File: src/rtl/latch_write_pkg.sv
// Shared types and sizing helpers for the latch-safe write sequencer.
package latch_write_pkg;

  typedef enum logic [2:0] {
    StIdle   = 3'd0,
    StSetup  = 3'd1,
    StEnable = 3'd2,
    StHold   = 3'd3,
    StCheck  = 3'd4
  } lw_state_e;

  localparam int unsigned DefaultWidth = 4;

  // Wide enough to hold the longest phase length.
  function automatic int unsigned cnt_width(input int unsigned setup_cycles,
                                            input int unsigned en_cycles,
                                            input int unsigned hold_cycles);
    int unsigned longest;
    longest = setup_cycles;
    if (en_cycles > longest) longest = en_cycles;
    if (hold_cycles > longest) longest = hold_cycles;
    return $clog2(longest + 1);
  endfunction

endpackage

File: src/rtl/latch_phase_timer.sv
// Loadable down-counter; last is high while the current phase is in its final cycle.
module latch_phase_timer #(
  parameter int unsigned CntW = 2
) (
  input  logic            clk,
  input  logic            rst_n,
  input  logic            load,
  input  logic [CntW-1:0] load_val,
  output logic            last
);

  logic [CntW-1:0] cnt_q, cnt_d;

  always_comb begin
    cnt_d = cnt_q;
    if (load) begin
      cnt_d = load_val;
    end else if (cnt_q != '0) begin
      cnt_d = cnt_q - CntW'(1);
    end
  end

  always_ff @(posedge clk or negedge rst_n) begin
    if (!rst_n) begin
      cnt_q <= '0;
    end else begin
      cnt_q <= cnt_d;
    end
  end

  assign last = (cnt_q == CntW'(1));

endmodule

File: src/rtl/latch_write_seq.sv
// Converts a valid/ready write into a setup / enable / hold sequence toward a
// level-sensitive storage element, then checks the element's readback.
module latch_write_seq
  import latch_write_pkg::*;
#(
  parameter int unsigned WIDTH        = DefaultWidth,
  parameter int unsigned SETUP_CYCLES = 1,
  parameter int unsigned EN_CYCLES    = 2,
  parameter int unsigned HOLD_CYCLES  = 1
) (
  input  logic             i_clk,
  input  logic             i_rst_n,
  input  logic             i_valid,
  output logic             o_ready,
  input  logic [WIDTH-1:0] i_data,
  output logic             o_en,
  output logic [WIDTH-1:0] o_a,
  input  logic [WIDTH-1:0] i_rb,
  output logic             o_busy,
  output logic             o_done,
  output logic             o_err
);

  localparam int unsigned CntW = cnt_width(SETUP_CYCLES, EN_CYCLES, HOLD_CYCLES);

  localparam logic [CntW-1:0] SetupLd = CntW'(SETUP_CYCLES);
  localparam logic [CntW-1:0] EnLd    = CntW'(EN_CYCLES);
  localparam logic [CntW-1:0] HoldLd  = CntW'(HOLD_CYCLES);

  lw_state_e        state_q, state_d;
  logic [WIDTH-1:0] data_q;
  logic             en_q, ready_q, busy_q, done_q, err_q;
  logic             accept;
  logic             load;
  logic [CntW-1:0]  load_val;
  logic             last;
  logic             rb_match;

  latch_phase_timer #(
    .CntW(CntW)
  ) u_timer (
    .clk     (i_clk),
    .rst_n   (i_rst_n),
    .load    (load),
    .load_val(load_val),
    .last    (last)
  );

  always_comb begin
    state_d  = state_q;
    accept   = 1'b0;
    load     = 1'b0;
    load_val = '0;
    unique case (state_q)
      StIdle: begin
        if (i_valid && ready_q) begin
          accept   = 1'b1;
          load     = 1'b1;
          load_val = SetupLd;
          state_d  = StSetup;
        end
      end
      StSetup: begin
        if (last) begin
          load     = 1'b1;
          load_val = EnLd;
          state_d  = StEnable;
        end
      end
      StEnable: begin
        if (last) begin
          load     = 1'b1;
          load_val = HoldLd;
          state_d  = StHold;
        end
      end
      StHold: begin
        if (last) begin
          state_d = StCheck;
        end
      end
      StCheck: begin
        state_d = StIdle;
      end
      default: begin
        state_d = StIdle;
      end
    endcase
  end

  // Readback only matters in CHECK; gating keeps X on i_rb elsewhere out of the flops.
  assign rb_match = (state_q == StCheck) && (i_rb == data_q);

  // Outputs are registered from the next state so o_en is glitch-free.
  always_ff @(posedge i_clk or negedge i_rst_n) begin
    if (!i_rst_n) begin
      state_q <= StIdle;
      data_q  <= '0;
      en_q    <= 1'b0;
      ready_q <= 1'b1;
      busy_q  <= 1'b0;
      done_q  <= 1'b0;
      err_q   <= 1'b0;
    end else begin
      state_q <= state_d;
      if (accept) begin
        data_q <= i_data;
      end
      en_q    <= (state_d == StEnable);
      ready_q <= (state_d == StIdle);
      busy_q  <= (state_d != StIdle);
      done_q  <= rb_match;
      err_q   <= (state_q == StCheck) && !rb_match;
    end
  end

  assign o_en    = en_q;
  assign o_a     = data_q;
  assign o_ready = ready_q;
  assign o_busy  = busy_q;
  assign o_done  = done_q;
  assign o_err   = err_q;

endmodule

File: config.mk
export PLATFORM = sky130hd
export DESIGN_NAME = latch_write_seq
export DESIGN_NICKNAME = d
export VERILOG_FILES = /design/src/rtl/latch_write_pkg.sv /design/src/rtl/latch_phase_timer.sv /design/src/rtl/latch_write_seq.sv
export SDC_FILE = /design/constraint.sdc
export NUM_CORES = 1
export LEC_CHECK = 0
export ABC_AREA = 1
export CORE_MARGIN = 1.5
export CORE_UTILIZATION = 50
export CTS_BUF_LIST = sky130_fd_sc_hd__clkbuf_4 sky130_fd_sc_hd__clkbuf_8
export CTS_CLUSTER_DIAMETER = 50
export CTS_CLUSTER_SIZE = 20
export DETAILED_ROUTE_END_ITERATION = 7
export DONT_BUFFER_PORTS = 1
export GPL_ROUTABILITY_DRIVEN = 0
export HOLD_SLACK_MARGIN = 0.02
export PLACE_DENSITY_LB_ADDON = 0.25
export SYNTH_ARGS = -nofsm -noshare
export SYNTH_HDL_FRONTEND = slang
export SYNTH_HIERARCHICAL = 1
export SYNTH_SLANG_ARGS = --single-unit
File: constraint.sdc
create_clock -name i_clk -period 2.35 [get_ports i_clk]
set_clock_uncertainty 0.15 [all_clocks]
set_input_delay 0.47 -clock i_clk [delete_from_list [all_inputs] [get_ports i_clk]]
set_output_delay 0.47 -clock i_clk [all_outputs]
set_load 0.005 [all_outputs]
==> results of run 1 <==
==> where the power goes <==
part           internal, mW  switching, mW
combinational         0.140          0.242
clock                0.0942         0.0746
sequential            0.343         0.0745
total                 0.578          0.391
==> per-layer routing <==
metal  wire, µm  track usage  share of wire
met1        492        0.202           0.45
met2        527        0.294           0.48
met3         54       0.0326          0.049
met4         24       0.0750          0.022
met5          0            0              0
==> cells by family (layout without fill, tap and decap cells) <==
| family | Yosys count | in the layout |
|---|---|---|
| adders and majority gates | 2 | 2 |
| AOI/OAI and AO/OA | 6 | 6 |
| DFF | 14 | 14 |
| and+or+nand+nor | 49 | 49 |
| buffers and inverters | 20 | 24 |
==> registers in the layout, indices dropped and copies added, names as in the netlist <==
signal         flops
o_a                4
o_busy             1
o_done             1
o_en               1
o_err              1
o_ready            1
state_q            3
u_timer/cnt_q      2
==> final cells by class <==
class	count	area share
multi-input combinational	57	0.361
tap	15	0.0246
inverter	19	0.0934
timing repair buffer	1	0.0131
sequential	14	0.461
clock buffer	4	0.0475
==> worst max-delay path by stage <==
stage | slack [ns] | startpoint | endpoint
after floorplan | 0.89 | o_ready | u_timer/cnt_q[0]
after global placement | 0.81 | o_ready | u_timer/cnt_q[0]
after detailed placement | 0.79 | o_ready | u_timer/cnt_q[0]
after CTS | 0.78 | u_timer/cnt_q[0] | u_timer/cnt_q[0]
after global routing | 0.59 | u_timer/cnt_q[0] | u_timer/cnt_q[1]
final | 0.78 | u_timer/cnt_q[0] | u_timer/cnt_q[1]
==> worst max-delay path: cells and delay by family, from the launching register on <==
| family | cells | cell delay [ns] |
|---|---|---|
| buffers and inverters | 1 | 0.07 |
| flip-flops | 1 | 0.41 |
| adder cells (fa/ha/maj) | 1 | 0.21 |
| AND/OR/NAND/NOR | 6 | 0.67 |
==> synth_stat cells <==
cell type / count
nand2_1: 24
inv_1: 16
dfrtp_1: 13
nor2_1: 11
nand3_1: 7
a21oi_1: 4
inv_2: 3
ha_1: 2
nand3_2: 2
nor2_2: 2
a21oi_2: 1
buf_6: 1
dfstp_2: 1
nand2_2: 1
nand4_1: 1
nor3_1: 1
o21ai_0: 1
==> impl_metrics.json, run 1 <==
{
  "cts_made_buffers": 3,
  "core_um2": 1320,
  "avgRoutedWirePerCell_um": 9.99,
  "timing.rr.start": "u_timer/cnt_q[0]",
  "ff2ff_path_depth": 8,
  "max_freq_mhz": 635,
  "rows": 13,
  "peakVddDrop_mv": 0.506,
  "vias": 534,
  "hold_path_end": "o_a[0]",
  "initial_utilization": 0.538,
  "drcViolationCount": 0,
  "synthMuxAreaShare": 0,
  "chipHeight_um": 40.7,
  "synthCells": 91,
  "ios": 20,
  "max_stage_delay_ns": 0.41,
  "hold_path_depth": 2,
  "cts_sinks": 14,
  "synth_top_family_by_area": "simple AND/OR/NAND/NOR gates",
  "grt_use_total": 0.170,
  "insertion_delay_ns": 0.28,
  "grt_max_degree": 15,
  "yosysUniqueCellTypes": 17,
  "critical_path_class": "flop to flop",
  "dpl.cell_count": 105,
  "regArea_um2": 352,
  "synth_area_leaders": "dfrtp_1 (46%), nand2_1 (13%), inv_1 (8.5%), nor2_1 (5.8%), nand3_1 (4.9%)",
  "synth_compound_gate_area_share": 0.0476,
  "cp.required_ns": 2.41,
  "maxSlewViolCount": 0,
  "crit_top_cell": "nand3_1",
  "design_area_um2": 763,
  "grt_first_pass_wirelength_mm": 1.84,
  "crit_path_max_fanout": 4,
  "startpoint_type": "flop",
  "fillerInstances": 123,
  "power_density_nw_per_um2": 1270,
  "setup_violations": 0,
  "postCtsHoldBufs": 1,
  "fin_crit_sh": 0.670,
  "layout_common_cells": "nand2_1 (24), inv_1 (16), dfrtp_1 (13)",
  "synthSimpleGateAreaFrac": 0.305,
  "period_needed_ns": 1.57,
  "layout_commonest_cell": "nand2_1",
  "routed_wl_mm": 1.10,
  "worst_pin_slew_ns": 0.609,
  "clk_path_buf_depth": 2,
  "timing.setup.tns_ns": 0,
  "yosysWarnings": 6,
  "n_antenna_cell": 0,
  "cts_htree_levels": 1,
  "synth-seq-cells": 14,
  "final_cell_count_no_fill": 110,
  "min_from": "i_data[0]",
  "synth_top_area_share": 0.459,
  "yosysTopAreaCell": "dfrtp_1",
  "via_per_inst": 4.85,
  "critical_path_arrival_ns": 1.64,
  "critPathSlowestCell": "dfrtp_1",
  "syn_to_final_growth_pct": 7.58,
  "drive_gt1_frac": 0.147,
  "status": "finished, final reports clean",
  "finalHoldViolCount": 0,
  "reg2reg_slack_ns": 0.78,
  "cts_tree": "yes",
  "post_dp_cell_area_um2": 717,
  "synthesis.area_um2": 709,
  "drt-initial-drc-count": 9,
  "synthXorXnorAreaFrac": 0,
  "clk_pin_slew_ns": 0.08,
  "dp_hpwl_um": 875,
  "cts_setup_buffers": 0,
  "multi_input_area_um2": 275,
  "maxCapViolations": 0,
  "whs_ns": 0.189,
  "cp-end-kind": "flop",
  "die-area_um2": 1650,
  "post_cts_resized": 0,
  "power_mw": 0.969,
  "synth.yosys.seq_area_share": 0.496,
  "synth-adder-area-share": 0.0353,
  "relSlewSlack": 0.593,
  "reg2reg_to": "u_timer/cnt_q[1]",
  "path_cells": "ha_1 -> inv_1 -> nor2_1 -> nand3_1 -> nand3_1 -> nor2_2 -> nand2_1 -> nand3_1",
  "fin_util": 0.579,
  "die_w_um": 40.7,
  "setup_ws_ns": 0.776,
  "rsz0062_at_grt": "false",
  "antenna_found_initial": 0,
  "post-place-ws_ns": 0.792,
  "final_nets": 109,
  "p_leak_nw": 0.446,
  "first_pass_iters": 4,
  "grt_overflow": 0,
  "portBuffers": 0,
  "syn_area_per_cell_um2": 7.80,
  "grt_pass1_vias": 494,
  "ant_nets": 0,
  "cts_root_buffer": "clkbuf_4",
  "mappedNetlistNets": 104,
  "hold_path_class": "input port to flop"
}
Power figures use the tool's default switching activity.
==> inputs of run 2 (changes only) <==
==> constraint.sdc (replaced) <==
create_clock -name i_clk -period 1.37 [get_ports i_clk]
set_clock_uncertainty 0.15 [all_clocks]
set_input_delay 0.274 -clock i_clk [delete_from_list [all_inputs] [get_ports i_clk]]
set_output_delay 0.274 -clock i_clk [all_outputs]
set_load 0.005 [all_outputs]
==> run 2 against run 1 <==
The flow now finishes with violations (negative setup slack); total power increased by 110%; hold slack lost 0.11 ns; non-clock buffer count increased by 13; wire length increased by 35%; global-route usage rose by 4.3 points; first-iteration DRC count grew 120%; die area stayed put; combinational power increased to 2.6 times the previous value; via count rose by 13%; fmax grew 9.8%; largest power group is now combinational logic.
==> impl_metrics.json, run 2 (synthesis results as in run 1) <==
{
  "status": "complete, but fails checks",
  "violations": "negative setup slack",
  "cts_root_buffer": "clkbuf_4",
  "antenna_found_initial": 0,
  "syn_to_final_growth_pct": 32.3,
  "fin_crit_sh": 1.05,
  "crit_path_max_fanout": 4,
  "multi_input_area_um2": 343,
  "period_needed_ns": 1.43,
  "largest_register_ffs": 4,
  "drt-initial-drc-count": 20,
  "initial_utilization": 0.538,
  "regArea_um2": 352,
  "power_density_nw_per_um2": 2160,
  "max_freq_mhz": 697,
  "grt_first_pass_wirelength_mm": 2.21,
  "design_area_um2": 938,
  "p_int_mw": 1.17,
  "cp-startpoint": "u_timer/cnt_q[1]",
  "dp_hpwl_mm": 1.00,
  "via_per_inst": 4.92,
  "grt_overflow": 0,
  "core_um2": 1320,
  "cp-end-kind": "flop",
  "cts_htree_levels": 1,
  "cts_sinks": 14,
  "setup_violations": 3,
  "comb_power_share": 0.488,
  "die_w_um": 40.7,
  "drcViolationCount": 0,
  "layout_common_cells": "nand2_1 (24), inv_1 (14), dfrtp_1 (13)",
  "worst_pin_slew_ns": 0.636,
  "n_antenna_cell": 0,
  "layout_commonest_cell": "nand2_1",
  "critical_path_class": "flop to flop",
  "startpoint_type": "flop",
  "clk_pin_slew_ns": 0.09,
  "first_pass_iters": 4,
  "power_frac_clock": 0.147,
  "path_cells": "inv_2 -> ha_4 -> inv_2 -> nor2_2 -> nand3_2 -> nand3_4 -> inv_2 -> nand3_2 -> nand3_1",
  "p_leak_nw": 0.521,
  "max_stage_delay_ns": 0.40,
  "fillerInstances": 107,
  "maxCapViolations": 0,
  "min_from": "i_rb[3]",
  "finalHoldViolCount": 0,
  "ios": 20,
  "setup_ws_ns": -0.0638,
  "grt_pass1_vias": 580,
  "peakVddDrop_mv": 1.34,
  "routed_wl_mm": 1.49,
  "grt_use_total": 0.213,
  "rows": 13,
  "crit_top_cell": "inv_2",
  "clk_path_buf_depth": 2,
  "critical_path_arrival_ns": 1.45,
  "switchingPower_mw": 0.853,
  "cts_tree": "yes",
  "insertion_delay_ns": 0.28,
  "post_dp_cell_area_um2": 787,
  "die-area_um2": 1650,
  "grt_max_degree": 15,
  "whs_ns": 0.0832,
  "hold_path_class": "input port to flop",
  "vias": 605,
  "cp.required_ns": 1.39,
  "final_nets": 122,
  "cts_made_buffers": 3,
  "timing.rr.start": "u_timer/cnt_q[1]",
  "avgRoutedWirePerCell_um": 12.1,
  "maxSlewViolCount": 0,
  "rsz0062_at_grt": "true",
  "p_sw_frac": 0.421,
  "sequentialPowerShare": 0.365,
  "timing.setup.tns_ns": -0.143,
  "portBuffers": 0,
  "ant_nets": 0,
  "chipHeight_um": 40.7,
  "drive_gt1_frac": 0.315,
  "relSlewSlack": 0.575,
  "critPathSlowestCell": "dfrtp_1"
}
run 2: through the flow:
| step | power (mW) | worst slack, ns | utilization | cells |
|---|---|---|---|---|
| 3_5_place_dp | 1.53 | -0.0880 | 0.597 | 112 |
| 2_1_floorplan | 1.30 | -0.0224 | - | 91 |
| 6_report | 2.03 | -0.0638 | 0.712 | 123 |
| 3_3_place_gp | 1.49 | -0.0360 | 0.597 | 112 |
| 5_1_grt | 2.20 | -0.127 | 0.712 | 123 |
| 4_1_cts | 1.96 | -0.0608 | 0.693 | 123 |
run 2: path summary, 6_finish.rpt:
| kind | endpoint | slack (ns) | cells past startpoint |
|---|---|---|---|
| max | u_timer/cnt_q[0] | -0.06 | 9 |
| max reg2reg | u_timer/cnt_q[0] | -0.06 | 9 |
| min reg2reg | state_q[2] | 0.38 | 1 |
| max in group asynchronous | u_timer/cnt_q[1] | 0.37 | 1 |
| min in group asynchronous | o_a[3] | 0.30 | 1 |
| min | o_done | 0.08 | 5 |
run 2: layer usage:
metal	part of all wire	GRT usage	routed length (µm)
met1	0.38	0.222	571
met2	0.56	0.389	828
met3	0.041	0.0326	61
met4	0.016	0.142	24
met5	0	0	0
run 2: critical path: cells and delay by family, from the launching register on:
family	cells	cell delay, ns
flip-flops	1	0.40
AND/OR/NAND/NOR	5	0.48
adder cells (fa/ha/maj)	1	0.13
buffers and inverters	3	0.18
run 2: cell type report:
type	instances	share of cell area
Multi-Input combinational cell	57	0.365
Timing Repair Buffer	14	0.125
Inverter	19	0.0760
Clock buffer	4	0.0387
Tap cell	15	0.0200
Sequential cell	14	0.375
run 2: what timing repair did:
action | CTS | global route
buffers inserted | 2 | 0
pin swaps | 5 | 3
hold buffers | 5 | 0
hold endpoints to repair | 18 | 0
cloned | 0 | 0
gates resized for setup | 7 | 7
endpoints found under the setup margin | 7 | 10
run 2: power by group through the flow:
| stage | sequential [mW] | combinational, mW | clock [mW] |
|---|---|---|---|
| 6_report | 0.739 | 0.988 | 0.299 |
| 5_1_grt | 0.759 | 1.12 | 0.321 |
| 4_1_cts | 0.736 | 0.918 | 0.305 |
| 3_5_place_dp | 0.731 | 0.802 | 0 |
| 3_3_place_gp | 0.721 | 0.767 | 0 |
| 2_1_floorplan | 0.705 | 0.597 | 0 |
==> inputs of run 3 (changes only) <==
==> constraint.sdc (replaced) <==
create_clock -name i_clk -period 1.4 [get_ports i_clk]
set_clock_uncertainty 0.15 [all_clocks]
set_input_delay 0.28 -clock i_clk [delete_from_list [all_inputs] [get_ports i_clk]]
set_output_delay 0.28 -clock i_clk [all_outputs]
set_load 0.005 [all_outputs]
==> run 3 against run 2 <==
The flow still finishes with violations (negative setup slack); register-to-register slack gained 0.02 ns; hold slack gained 0.014 ns; wire length grew 1.3%; critical path depth shrank 7; sequential share of layout area shrank 2.4 points; setup slack gained 0.014 ns; via count grew 5.5%; final cell count grew 2.4%; final area grew 6.8%; total power grew 3.6%; non-clock buffer count grew 3; flip-flop and latch count is the same; critical endpoint is now o_ready.
==> impl_metrics.json, run 3 (synthesis results as in run 1) <==
{
  "power_density_nw_per_um2": 2090,
  "drt-initial-drc-count": 23,
  "p_leak_nw": 0.540,
  "chipHeight_um": 40.7,
  "cts_htree_levels": 1,
  "period_needed_ns": 1.45,
  "rows": 13,
  "cp-end-kind": "output pin",
  "fillerInstances": 95,
  "violations": "negative setup slack",
  "cp.required_ns": 0.97,
  "cts_sinks": 14,
  "first_pass_iters": 4,
  "maxCapViolations": 0,
  "final_nets": 125,
  "fin_crit_sh": 1.04,
  "core_um2": 1320,
  "dpl.cell_count": 112,
  "critical_path_class": "flop to output pin",
  "multi_input_area_um2": 377,
  "n_antenna_cell": 0,
  "clk_pin_slew_ns": 0.08,
  "startpoint_type": "flop",
  "insertion_delay_ns": 0.28,
  "ant_nets": 0,
  "grt_overflow": 0,
  "antenna_found_initial": 0,
  "vias": 638,
  "regArea_um2": 352,
  "worst_pin_slew_ns": 0.628,
  "avgRoutedWirePerCell_um": 11.9,
  "clk_path_buf_depth": 2,
  "die_w_um": 40.7,
  "grt_use_total": 0.196,
  "ios": 20,
  "final_cell_count_no_fill": 126,
  "status": "complete, but fails checks",
  "largest_register_ffs": 4,
  "cts_made_buffers": 3,
  "timing.setup.tns_ns": -0.113,
  "drive_gt1_frac": 0.360,
  "peakVddDrop_mv": 1.27,
  "fin_util": 0.761,
  "grt_max_degree": 15,
  "initial_utilization": 0.538,
  "finalHoldViolCount": 0,
  "syn_to_final_growth_pct": 41.3,
  "crit_path_max_fanout": 2,
  "layout_common_cells": "nand2_1 (22), inv_1 (14), dfrtp_1 (13)",
  "max_freq_mhz": 690,
  "cts_root_buffer": "clkbuf_4",
  "relSlewSlack": 0.580,
  "portBuffers": 0,
  "routed_wl_mm": 1.51,
  "whs_ns": 0.0971,
  "layout_commonest_cell": "nand2_1",
  "maxSlewViolCount": 0,
  "setup_violations": 3,
  "cts_tree": "yes",
  "grt_pass1_vias": 538,
  "grt_first_pass_wirelength_mm": 2.05,
  "drcViolationCount": 0,
  "critical_path_arrival_ns": 1.02,
  "die-area_um2": 1650,
  "dp_hpwl_um": 947,
  "setup_ws_ns": -0.0498,
  "rsz0062_at_grt": "true",
  "via_per_inst": 5.06,
  "hold_path_class": "input port to flop"
}
[run 3: changes by cell type in the layout (fill, tap and decap cells not counted), sizes merged]
cell	previous run	this run
buf	9	12
[run 3: per-layer routing]
metal | global-route usage | vias to the layer above | part of all wire
met3 | 0.0380 | 5 | 0.052
met1 | 0.216 | 291 | 0.40
met2 | 0.341 | 29 | 0.53
met5 | 0 | - | 0
li1 | - | 313 | -
met4 | 0.125 | 0 | 0.019
[run 3: cell type report]
cell class	count	area share
clock buffer	4	0.0362
inverter	19	0.0712
multi-input combinational	57	0.376
sequential	14	0.351
tap	15	0.0187
timing repair buffer	17	0.147
[run 3: final timing paths]
path	start	end	slack (ns)	depth (start not counted)
worst max-delay path	o_ready	o_ready	-0.05	2
worst max register to register	u_timer/cnt_q[1]	u_timer/cnt_q[0]	-0.04	9
worst min register to register	state_q[2]	state_q[2]	0.42	1
min in group asynchronous	i_rst_n	u_timer/cnt_q[0]	0.30	1
max in group asynchronous	i_rst_n	o_en	0.39	1
worst min-delay path	i_rb[3]	o_done	0.1	5
[run 3: critical path: stages, from the launching register on]
cell	delay, ns
dfstp_2	0.55
buf_4	0.10
buf_4	0.10
[run 3: power breakdown]
group,internal (mW),switching (mW),total (mW)
Combinational,0.485,0.591,1.08
Clock,0.158,0.134,0.292
Sequential,0.576,0.155,0.731
[run 3: what timing repair did]
item,CTS,global route
pin swaps,5,8
endpoints found under the hold margin,18,0
endpoints found under the setup margin,4,8
cloned,0,0
resized for setup,7,17
buffers inserted,1,4
hold buffers,5,0
[run 3: metrics by stage]
| step | power (mW) | setup slack (ns) | area, µm² |
|---|---|---|---|
| finish | 2.10 | -0.0498 | 1000 |
| global route | 2.27 | -0.0922 | 1000 |
| CTS | 1.90 | -0.0448 | 906 |
| detailed placement | 1.49 | -0.0766 | 787 |
| global placement | 1.46 | -0.00693 | 787 |
| floorplan | 1.27 | 0.00757 | 727 |
